`src/rtl/pcpu_seq_if.sv`:
```
// Host-side bus of the pcpu sequencer: program load, run handshake, operand input and run status.
interface pcpu_seq_if #(
    parameter int P_WIDTH        = 32,
    parameter int P_LOG_NREGS    = 2,
    parameter int P_LOG_MEMSIZE  = 4,
    parameter int P_LOG_MAXSTEPS = 8
);
    localparam int P_IW = 1 + 3 + 3 * P_LOG_NREGS + 2 + P_LOG_MEMSIZE;

    logic                      prog_we;
    logic [P_LOG_MEMSIZE-1:0]  prog_addr;
    logic [P_IW-1:0]           prog_data;
    logic                      start;
    logic [P_WIDTH-1:0]        data_in;
    logic                      busy;
    logic                      done;
    logic                      error;
    logic [P_WIDTH-1:0]        result;
    logic [P_LOG_MAXSTEPS-1:0] steps;

    modport master (
        output prog_we, prog_addr, prog_data, start, data_in,
        input  busy, done, error, result, steps
    );

    modport slave (
        input  prog_we, prog_addr, prog_data, start, data_in,
        output busy, done, error, result, steps
    );
endinterface

```
`src/rtl/pcpu_seq_core.sv`:
```
// Microcoded sequencer: one instruction per clock from a writable program memory over a small
// register file, with start/done handshake and a step watchdog.
module pcpu_seq_core #(
    parameter int P_WIDTH        = 32,
    parameter int P_LOG_NREGS    = 2,
    parameter int P_LOG_MEMSIZE  = 4,
    parameter int P_LOG_MAXSTEPS = 8
) (
    input  logic         clk,
    input  logic         rst,
    pcpu_seq_if.slave    bus
);
    localparam int P_IW    = 1 + 3 + 3 * P_LOG_NREGS + 2 + P_LOG_MEMSIZE;
    localparam int NREGS   = 2 ** P_LOG_NREGS;
    localparam int MEMSIZE = 2 ** P_LOG_MEMSIZE;
    localparam logic [P_LOG_MAXSTEPS-1:0] STEP_MAX = '1;

    typedef enum logic {IDLE, RUN} state_t;
    typedef enum logic [2:0] {
        OP_ADD, OP_SUB, OP_AND, OP_OR, OP_XOR, OP_MOV, OP_IN, OP_NOP
    } op_t;
    typedef enum logic [1:0] {C_NEVER, C_ALWAYS, C_EQ, C_LT} cond_t;

    typedef struct packed {
        logic                     halt;
        op_t                      op;
        logic [P_LOG_NREGS-1:0]   rd;
        logic [P_LOG_NREGS-1:0]   ra;
        logic [P_LOG_NREGS-1:0]   rb;
        cond_t                    cond;
        logic [P_LOG_MEMSIZE-1:0] target;
    } instr_t;

    state_t                    state, state_nxt;
    logic [P_IW-1:0]           mem  [MEMSIZE];
    logic [P_WIDTH-1:0]        regs [NREGS];
    logic [P_LOG_MEMSIZE-1:0]  pc, pc_nxt;
    logic [P_LOG_MAXSTEPS-1:0] steps;
    logic                      error, done;

    instr_t             instr;
    logic [P_WIDTH-1:0] a, b, wdata;
    logic               wen, taken, exec, finish, abort;

    assign instr = instr_t'(mem[pc]);
    assign a     = regs[instr.ra];
    assign b     = regs[instr.rb];

    // NOTE: every always_comb output gets a default before the case so no path leaves it
    // unassigned, which would otherwise infer a latch.
    always_comb begin
        wdata = '0;
        wen   = 1'b1;
        case (instr.op)
            OP_ADD:  wdata = a + b;
            OP_SUB:  wdata = a - b;
            OP_AND:  wdata = a & b;
            OP_OR:   wdata = a | b;
            OP_XOR:  wdata = a ^ b;
            OP_MOV:  wdata = a;
            OP_IN:   wdata = bus.data_in;
            default: wen   = 1'b0;
        endcase
    end

    // Branch compare sees the pre-writeback register values.
    always_comb begin
        taken = 1'b0;
        case (instr.cond)
            C_ALWAYS: taken = 1'b1;
            C_EQ:     taken = (a == b);
            C_LT:     taken = (a < b);
            default:  taken = 1'b0;
        endcase
    end

    assign pc_nxt = taken ? instr.target : pc + 1'b1;
    assign abort  = !instr.halt && (steps == STEP_MAX);
    assign finish = instr.halt || abort;

    always_comb begin
        state_nxt = state;
        exec      = 1'b0;
        case (state)
            IDLE: if (bus.start) state_nxt = RUN;
            RUN: begin
                exec = 1'b1;
                if (finish) state_nxt = IDLE;
            end
            default: state_nxt = IDLE;
        endcase
    end

    // NOTE: sequential state uses non-blocking assignments so every flop samples pre-edge values.
    always_ff @(posedge clk or posedge rst) begin
        if (rst) state <= IDLE;
        else     state <= state_nxt;
    end

    always_ff @(posedge clk or posedge rst) begin
        if (rst) begin
            pc    <= '0;
            steps <= '0;
            error <= 1'b0;
            done  <= 1'b0;
            for (int i = 0; i < NREGS; i++) regs[i] <= '0;
        end else begin
            done <= 1'b0;
            if (state == IDLE && bus.start) begin
                pc    <= '0;
                steps <= '0;
                error <= 1'b0;
            end
            if (exec) begin
                if (wen) regs[instr.rd] <= wdata;
                pc <= pc_nxt;
                if (steps != STEP_MAX) steps <= steps + 1'b1;
                if (finish) done  <= 1'b1;
                if (abort)  error <= 1'b1;
            end
        end
    end

    // NOTE: program memory has no reset; the host reloads it and a reset loop would block RAM mapping.
    always_ff @(posedge clk) begin
        if (state == IDLE && bus.prog_we) mem[bus.prog_addr] <= bus.prog_data;
    end

    assign bus.busy   = (state == RUN);
    assign bus.done   = done;
    assign bus.error  = error;
    assign bus.result = regs[0];
    assign bus.steps  = steps;
endmodule

```
`src/flat_wrapper.sv`:
```
// flat-port wrapper written by rule: the top's interface ports become plain ports
module pcpu_seq_core_flat 
#(
    parameter int P_WIDTH        = 32,
    parameter int P_LOG_NREGS    = 2,
    parameter int P_LOG_MEMSIZE  = 4,
    parameter int P_LOG_MAXSTEPS = 8
)
  (clk, rst, bus_prog_we, bus_prog_addr, bus_prog_data, bus_start, bus_data_in, bus_busy, bus_done, bus_error, bus_result, bus_steps);
  pcpu_seq_if #(.P_WIDTH(P_WIDTH), .P_LOG_NREGS(P_LOG_NREGS), .P_LOG_MEMSIZE(P_LOG_MEMSIZE), .P_LOG_MAXSTEPS(P_LOG_MAXSTEPS)) bus_i ();
  input  logic clk;
  input  logic rst;
  input wire logic [$bits(bus_i.prog_we)-1:0] bus_prog_we;
  input wire logic [$bits(bus_i.prog_addr)-1:0] bus_prog_addr;
  input wire logic [$bits(bus_i.prog_data)-1:0] bus_prog_data;
  input wire logic [$bits(bus_i.start)-1:0] bus_start;
  input wire logic [$bits(bus_i.data_in)-1:0] bus_data_in;
  output wire logic [$bits(bus_i.busy)-1:0] bus_busy;
  output wire logic [$bits(bus_i.done)-1:0] bus_done;
  output wire logic [$bits(bus_i.error)-1:0] bus_error;
  output wire logic [$bits(bus_i.result)-1:0] bus_result;
  output wire logic [$bits(bus_i.steps)-1:0] bus_steps;
  assign bus_i.prog_we = bus_prog_we;
  assign bus_i.prog_addr = bus_prog_addr;
  assign bus_i.prog_data = bus_prog_data;
  assign bus_i.start = bus_start;
  assign bus_i.data_in = bus_data_in;
  assign bus_busy = bus_i.busy;
  assign bus_done = bus_i.done;
  assign bus_error = bus_i.error;
  assign bus_result = bus_i.result;
  assign bus_steps = bus_i.steps;
  pcpu_seq_core #(.P_WIDTH(P_WIDTH), .P_LOG_NREGS(P_LOG_NREGS), .P_LOG_MEMSIZE(P_LOG_MEMSIZE), .P_LOG_MAXSTEPS(P_LOG_MAXSTEPS)) u_core (.clk(clk), .rst(rst), .bus(bus_i));
endmodule
```
`config.mk`:
```
export PLATFORM = sky130hd
export DESIGN_NAME = pcpu_seq_core_flat
export DESIGN_NICKNAME = d
export VERILOG_FILES = /design/src/rtl/pcpu_seq_if.sv /design/src/rtl/pcpu_seq_core.sv /design/src/flat_wrapper.sv
export SDC_FILE = /design/constraint.sdc
export NUM_CORES = 1
export LEC_CHECK = 0
export ABC_AREA = 0
export BUFFER_PORTS_ARGS = -buffer_cell sky130_fd_sc_hd__buf_2
export CORE_MARGIN = 2
export CORE_UTILIZATION = 60
export DETAILED_ROUTE_END_ITERATION = 8
export PLACE_DENSITY = 0.79
export SLEW_MARGIN = 5
export SYNTH_ARGS = -nofsm -noshare
export SYNTH_HDL_FRONTEND = slang
export SYNTH_SLANG_ARGS = --single-unit
```
`constraint.sdc`:
```
create_clock -name clk -period 17.9 [get_ports clk]
set_clock_uncertainty 0.2 [all_clocks]
set_input_delay 1.79 -clock clk [delete_from_list [all_inputs] [get_ports clk]]
set_output_delay 1.79 -clock clk [all_outputs]
set_load 0.005 [all_outputs]
```
==> impl_metrics.yaml, run 1 <==
logic_synthesis:
  ys_seq_area_frac: 0.478
  yosysWarnings: 0
  syn_nets: 2257
  synth_flop_cell: "edfxtp_1"
  synth-seq-cells: 399
  syn_inst: 2093
  synth.avg_cell_area_um2: 11.3
  yosys-top-cells-area: "edfxtp_1 33%, dfrtp_1 15%, mux4_2 7.3%"
  synth_area_um2: 23600
  synth_cell_types: 91
  synthArstFlopShare: 0.358
  synth_edf_count: 256
  synth_top_area_share: 0.326
  yosysTopAreaCell: "edfxtp_1"
route:
  via_per_inst: 6.74
  vias: 17900
  postRouteAntennaNets: 0
  drc: 0
  wl_um: 69700
  dr.first_iter.drc_count: 1907
  drtPass1Iterations: 8
  wl_per_cell_um: 26.2
clocking:
  cts.htree.levels: 2
  clk_latency_ps: 610
  numClockSinks: 399
  ctsResizeCount: 0
  cts-root-buf: "clkbuf_16"
  path_clk_slew_ps: 60
  cts_buffers: 42
  cts.path.max_buffers: 3
  post_cts_buffers: 0
  ctsHoldBuffers: 0
  cts_tree: "yes"
sta:
  setup_tns_ps: 0
  tightest_slew_ps: 1270
  fmax_mhz: 137
  rsz0062_at_grt: "no"
  layout_min_cycle_time_ps: 7300
  timing.final.ws_setup_ps: 10600
  min_period_over_period: 0.408
  slew_headroom: 0.150
  drv_slew: 0
  hold_violations: 0
  finalSetupViolCount: 0
die:
  dieArea_um2: 40900
  io_pins: 99
  core_um2: 38700
  num_rows: 72
  start_util: 0.609
  die_h_um: 202
  die_w_um: 202
worst_setup_path:
  r2r_start: "u_core.pc[1]"
  cp-end-kind: "register"
  crit_fanout: 51
  r2r_slack_ps: 10600
  cp.arrival_ps: 7580
  rr_endpoint: "u_core.regs[95]"
  path_class: "reg -> reg"
  cp_data_required_time_ps: 18180
  reg2reg_depth: 16
  start_kind: "register"
grt:
  grt-ovfl-total: 0
  grt_pass1_vias: 17900
  grt_pass1_wl_um: 106000
  grt_max_degree: 79
  grt_util_all_layers: 0.343
  antenna_found_initial: 0
final_layout:
  syn2layout_area_growth_pct: 8.41
  fin_area_um2: 25600
  finalNetCount: 2270
  drive_gt1_frac: 0.170
placement:
  pre_cts_ws_ps: 10810
  dpl_cell_area_um2: 24200
  gp_congestion: 0.954
  hpwl_um: 45400
  io_buffers: 98
min_path:
  hold_depth: 2
  min_path_type: "reg -> reg"
  holdPathEnd: "u_core.regs[86]"
  min_from: "u_core.regs[86]"
status:
  outcome: "complete, no violations"
job:
  cap_violations: 0
==> logic make-up (layout without fill, tap and decap cells) <==
family / Yosys count / in the layout / share of synthesized area
fa+ha+maj: 108 / 108 / 0.0579
buf+inv: 275 / 321 / 0.0561
mux: 261 / 261 / 0.155
other cells: 0 / 1 / 0
xor+xnor: 14 / 14 / 0.00520
flops: 399 / 399 / 0.478
simple gates: 475 / 475 / 0.0926
compound gates: 561 / 561 / 0.156
==> cells in the final DEF (no fill, tap or decap), types with 8 or more instances in the layout <==
cell / n
clkbuf_1: 9
inv_1: 99
mux2i_1: 165
nor4_1: 10
ha_1: 106
buf_4: 38
dfrtp_1: 140
nor3_1: 29
nor2_2: 13
o211ai_1: 21
edfxtp_1: 256
nor2_1: 104
mux4_2: 73
nor2b_1: 35
buf_2: 98
nand4_1: 11
a221oi_1: 15
o21ai_0: 124
or3_1: 8
nand2b_1: 13
a21oi_2: 13
o31ai_1: 28
o21ai_1: 27
a211oi_1: 48
nand2_1: 175
a31oi_1: 20
mux2_2: 12
clkbuf_16: 43
o21bai_1: 18
nand3_1: 38
xnor2_1: 10
a21oi_1: 142
o22ai_1: 9
a22o_1: 9
==> per-stage QoR <==
stage	instances	util	hold slack [ps]
2_1_floorplan	2093	-	264
3_3_place_gp	2580	0.625	282
3_5_place_dp	2580	0.625	292
4_1_cts	2657	0.660	306
5_1_grt	2657	0.660	338
6_report	2658	0.660	304
==> worst max path at each step <==
stage                      start                    end  slack [ps]  cells after the start
detailed placement  u_core.pc[1]        u_core.regs[95]       10810                     16
finish              u_core.pc[1]        u_core.regs[95]       10600                     16
floorplan           u_core.pc[0]  u_core.bus.result[31]       12060                     21
global route        u_core.pc[1]        u_core.regs[95]       10250                     16
global placement    u_core.pc[1]  u_core.bus.result[31]       11000                     16
CTS                 u_core.pc[1]        u_core.regs[95]       10770                     16
==> area by class of cell <==
class,count,area (um^2)
inverter,108,410
clock buffer,59,1210
clock inverter,18,166
multi-input combinational,1419,11100
tap,518,648
timing repair buffer,136,776
fill,2851,13200
antenna,1,2.50
sequential,399,11300
==> synth_stat cells (35+ instances only) <==
| cell type | instances |
|---|---|
| ha_1 | 106 |
| inv_1 | 100 |
| nand3_1 | 38 |
| o21ai_0 | 124 |
| edfxtp_1 | 256 |
| nor2b_1 | 35 |
| buf_2 | 38 |
| mux2i_1 | 166 |
| a21oi_1 | 142 |
| mux4_2 | 76 |
| dfrtp_1 | 143 |
| nand2_1 | 177 |
| clkbuf_1 | 69 |
| a211oi_1 | 48 |
| buf_4 | 42 |
| nor2_1 | 116 |
==> metal layers <==
metal  vias up  track usage  routed length, um
met1      8775        0.410              25300
met3       300       0.0577               5580
met5         -            0                  0
met2      1007        0.577              34200
li1       7846            -                  -
met4         0        0.221               4680
==> sequential cells by signal, summed over array words and instances (netlist names) <==
register and count:
u_core.pc 4, u_core.bus.done 1, u_core.bus.steps 8, u_core.bus.result 32, u_core.bus.busy 1, u_core.mem 256, u_core.regs 96, u_core.bus.error 1
==> critical path, stage by stage (launching register included) <==
cell	delay, ps
dfrtp_2	340
buf_4	610
mux4_2	400
mux4_4	950
buf_4	430
a211oi_1	310
a21oi_1	130
ha_1	520
nor2_1	110
a211oi_1	460
a21oi_1	150
o31ai_1	670
a211o_1	300
a31oi_1	150
a2111oi_1	1020
or4_1	250
nand3_1	70
Power of run 1 is not shown: default switching activity piles up to over one toggle a cycle in this logic, so the estimate is an artifact.
==> run 2, diff against run 1 <==
--- a/config.mk
+++ b/config.mk
@@ -5,12 +5,12 @@
 export SDC_FILE = /design/constraint.sdc
 export NUM_CORES = 1
 export LEC_CHECK = 0
-export ABC_AREA = 0
+export ABC_AREA = 1
 export BUFFER_PORTS_ARGS = -buffer_cell sky130_fd_sc_hd__buf_2
 export CORE_MARGIN = 2
-export CORE_UTILIZATION = 60
+export CORE_UTILIZATION = 57
 export DETAILED_ROUTE_END_ITERATION = 8
-export PLACE_DENSITY = 0.79
+export PLACE_DENSITY = 0.78
 export SLEW_MARGIN = 5
 export SYNTH_ARGS = -nofsm -noshare
 export SYNTH_HDL_FRONTEND = slang
==> constraint.sdc (replaced) <==
create_clock -name clk -period 6 [get_ports clk]
set_clock_uncertainty 0.2 [all_clocks]
set_input_delay 0.6 -clock clk [delete_from_list [all_inputs] [get_ports clk]]
set_output_delay 0.6 -clock clk [all_outputs]
set_load 0.005 [all_outputs]
==> impl_metrics.yaml, run 2 <==
sta:
  rsz0062_at_grt: "no"
  timing.final.ws_setup_ps: 724
  min_period_over_period: 0.879
  layout_min_cycle_time_ps: 5280
  finalSetupViolCount: 0
  fmax_mhz: 190
  drv_slew: 0
  slew_headroom: 0.198
  hold_violations: 0
  tightest_slew_ps: 1200
  setup_tns_ps: 0
worst_setup_path:
  cpMostUsedCell: "nand2_1"
  r2r_slack_ps: 720
  crit_slowest_cell: "fa_1"
  path_class: "reg -> reg"
  start_kind: "register"
  rr_endpoint: "u_core.regs[92]"
  r2r_start: "u_core.pc[0]"
  crit_fanout: 49
  crit_family: "simple AND/OR/NAND/NOR gates"
  crit_buf_inv: 5
  cp-end-kind: "register"
  cp.arrival_ps: 5490
  cp_data_required_time_ps: 6220
  reg2reg_depth: 31
  max_stage_delay_ps: 530
die:
  die_w_um: 218
  start_util: 0.575
  num_rows: 78
  core_um2: 45200
  io_pins: 99
  die_h_um: 218
  dieArea_um2: 47300
placement:
  hpwl_um: 54900
  gp_congestion: 1.08
  io_buffers: 98
  place_inst: 3989
  pre_cts_ws_ps: 853
logic_synthesis:
  synthArstFlopShare: 0.358
  synth_cell_types: 46
  synth_edf_count: 256
  synth_flop_cell: "edfxtp_1"
  synth-seq-cells: 399
  synth.avg_cell_area_um2: 7.56
  syn_inst: 3439
  synthTopCellsByCount: "1186 x nand2_1, 367 x inv_1, 306 x nand3_1, 297 x nor2_1, 256 x edfxtp_1"
  synth_top_area_share: 0.296
  yosys-top-cells-area: "edfxtp_1 30%, nand2_1 17%, dfrtp_1 14%"
  synth_area_um2: 26000
  yosysTopAreaCell: "edfxtp_1"
  yosysWarnings: 0
  synth.most_common_cell: "nand2_1"
  syn_nets: 3603
  ys_seq_area_frac: 0.433
grt:
  grt_max_degree: 133
  grt_pass1_vias: 21600
  grt_util_all_layers: 0.334
  antenna_found_initial: 2
  grt-ovfl-total: 0
  grt_pass1_wl_um: 122000
clocking:
  cts.htree.levels: 2
  ctsResizeCount: 0
  cts-root-buf: "clkbuf_16"
  path_clk_slew_ps: 60
  cts.path.max_buffers: 3
  ctsHoldBuffers: 0
  numClockSinks: 399
  cts_tree: "yes"
  clk_latency_ps: 530
  cts_buffers: 39
  post_cts_buffers: 0
route:
  wl_um: 79700
  drc: 0
  postRouteAntennaNets: 0
  drtPass1Iterations: 6
  vias: 23400
  via_per_inst: 5.76
  wl_per_cell_um: 19.6
  dr.first_iter.drc_count: 2733
final_layout:
  largest_reg_flops: 256
  layoutNonFillerInstCount: 4059
  regMostFlops: "u_core.mem"
  drive_gt1_frac: 0.0954
  diodes: 0
  layout_commonest_cell: "nand2_1"
  layout_common_cells: "1186 x nand2_1, 366 x inv_1, 306 x nand3_1, 281 x nor2_1, 256 x edfxtp_1"
  syn2layout_area_growth_pct: 6.94
  finalNetCount: 3594
status:
  outcome: "complete, no violations"
min_path:
  min_path_type: "in -> async"
job:
  cap_violations: 0
## run 2: kinds of logic after synthesis
logic type / Yosys count / synth area share
adders and majority gates: 108 / 0.0526
muxes: 2 / 0.000770
DFF: 399 / 0.433
and+or+nand+nor: 1978 / 0.324
AOI/OAI and AO/OA: 344 / 0.0804
buffers and inverters: 589 / 0.102
xor gates and xnor gates: 19 / 0.00640
## run 2: through the flow
stage | utilization | cell area (um^2) | hold WS, ps
floorplan | - | 26000 | 249
global placement | 0.587 | 26500 | 263
detailed placement | 0.587 | 26500 | 266
CTS | 0.615 | 27800 | 46.3
global route | 0.615 | 27800 | 68.0
finish | 0.615 | 27800 | 10.8
## run 2: layout make-up
type	count	area, um^2
Tap cell	600	751
Multi-Input combinational cell	2451	12100
Fill cell	4027	17400
Timing Repair Buffer	147	896
Sequential cell	399	11300
Clock buffer	60	1170
Inverter	392	1480
Clock inverter	10	128
## run 2: worst reg2reg max path: cells and delay by family (launching register included)
kind	cells	cell delay [ps]
simple gates	24	2520
fa+ha+maj	2	760
flops	1	500
buf+inv	5	1230
## run 2: worst max-delay path by stage
stage	slack [ps]	from	end	depth (start not counted)
floorplan	1360	rst	u_core.bus.busy	1
global placement	860	u_core.pc[0]	u_core.regs[28]	31
detailed placement	850	u_core.pc[0]	u_core.regs[92]	31
CTS	810	u_core.pc[0]	u_core.regs[92]	31
global route	300	u_core.pc[0]	u_core.regs[60]	31
finish	720	u_core.pc[0]	u_core.regs[92]	31
## run 2: layer usage
layer  up-vias  GRT usage  share of wire
li1      11100          -              -
met3       207     0.0555          0.098
met2      1281      0.538           0.46
met1     10800      0.451           0.40
met5         -          0        0.00034
met4         4      0.137          0.041
Power of run 2 is left out for the same reason.
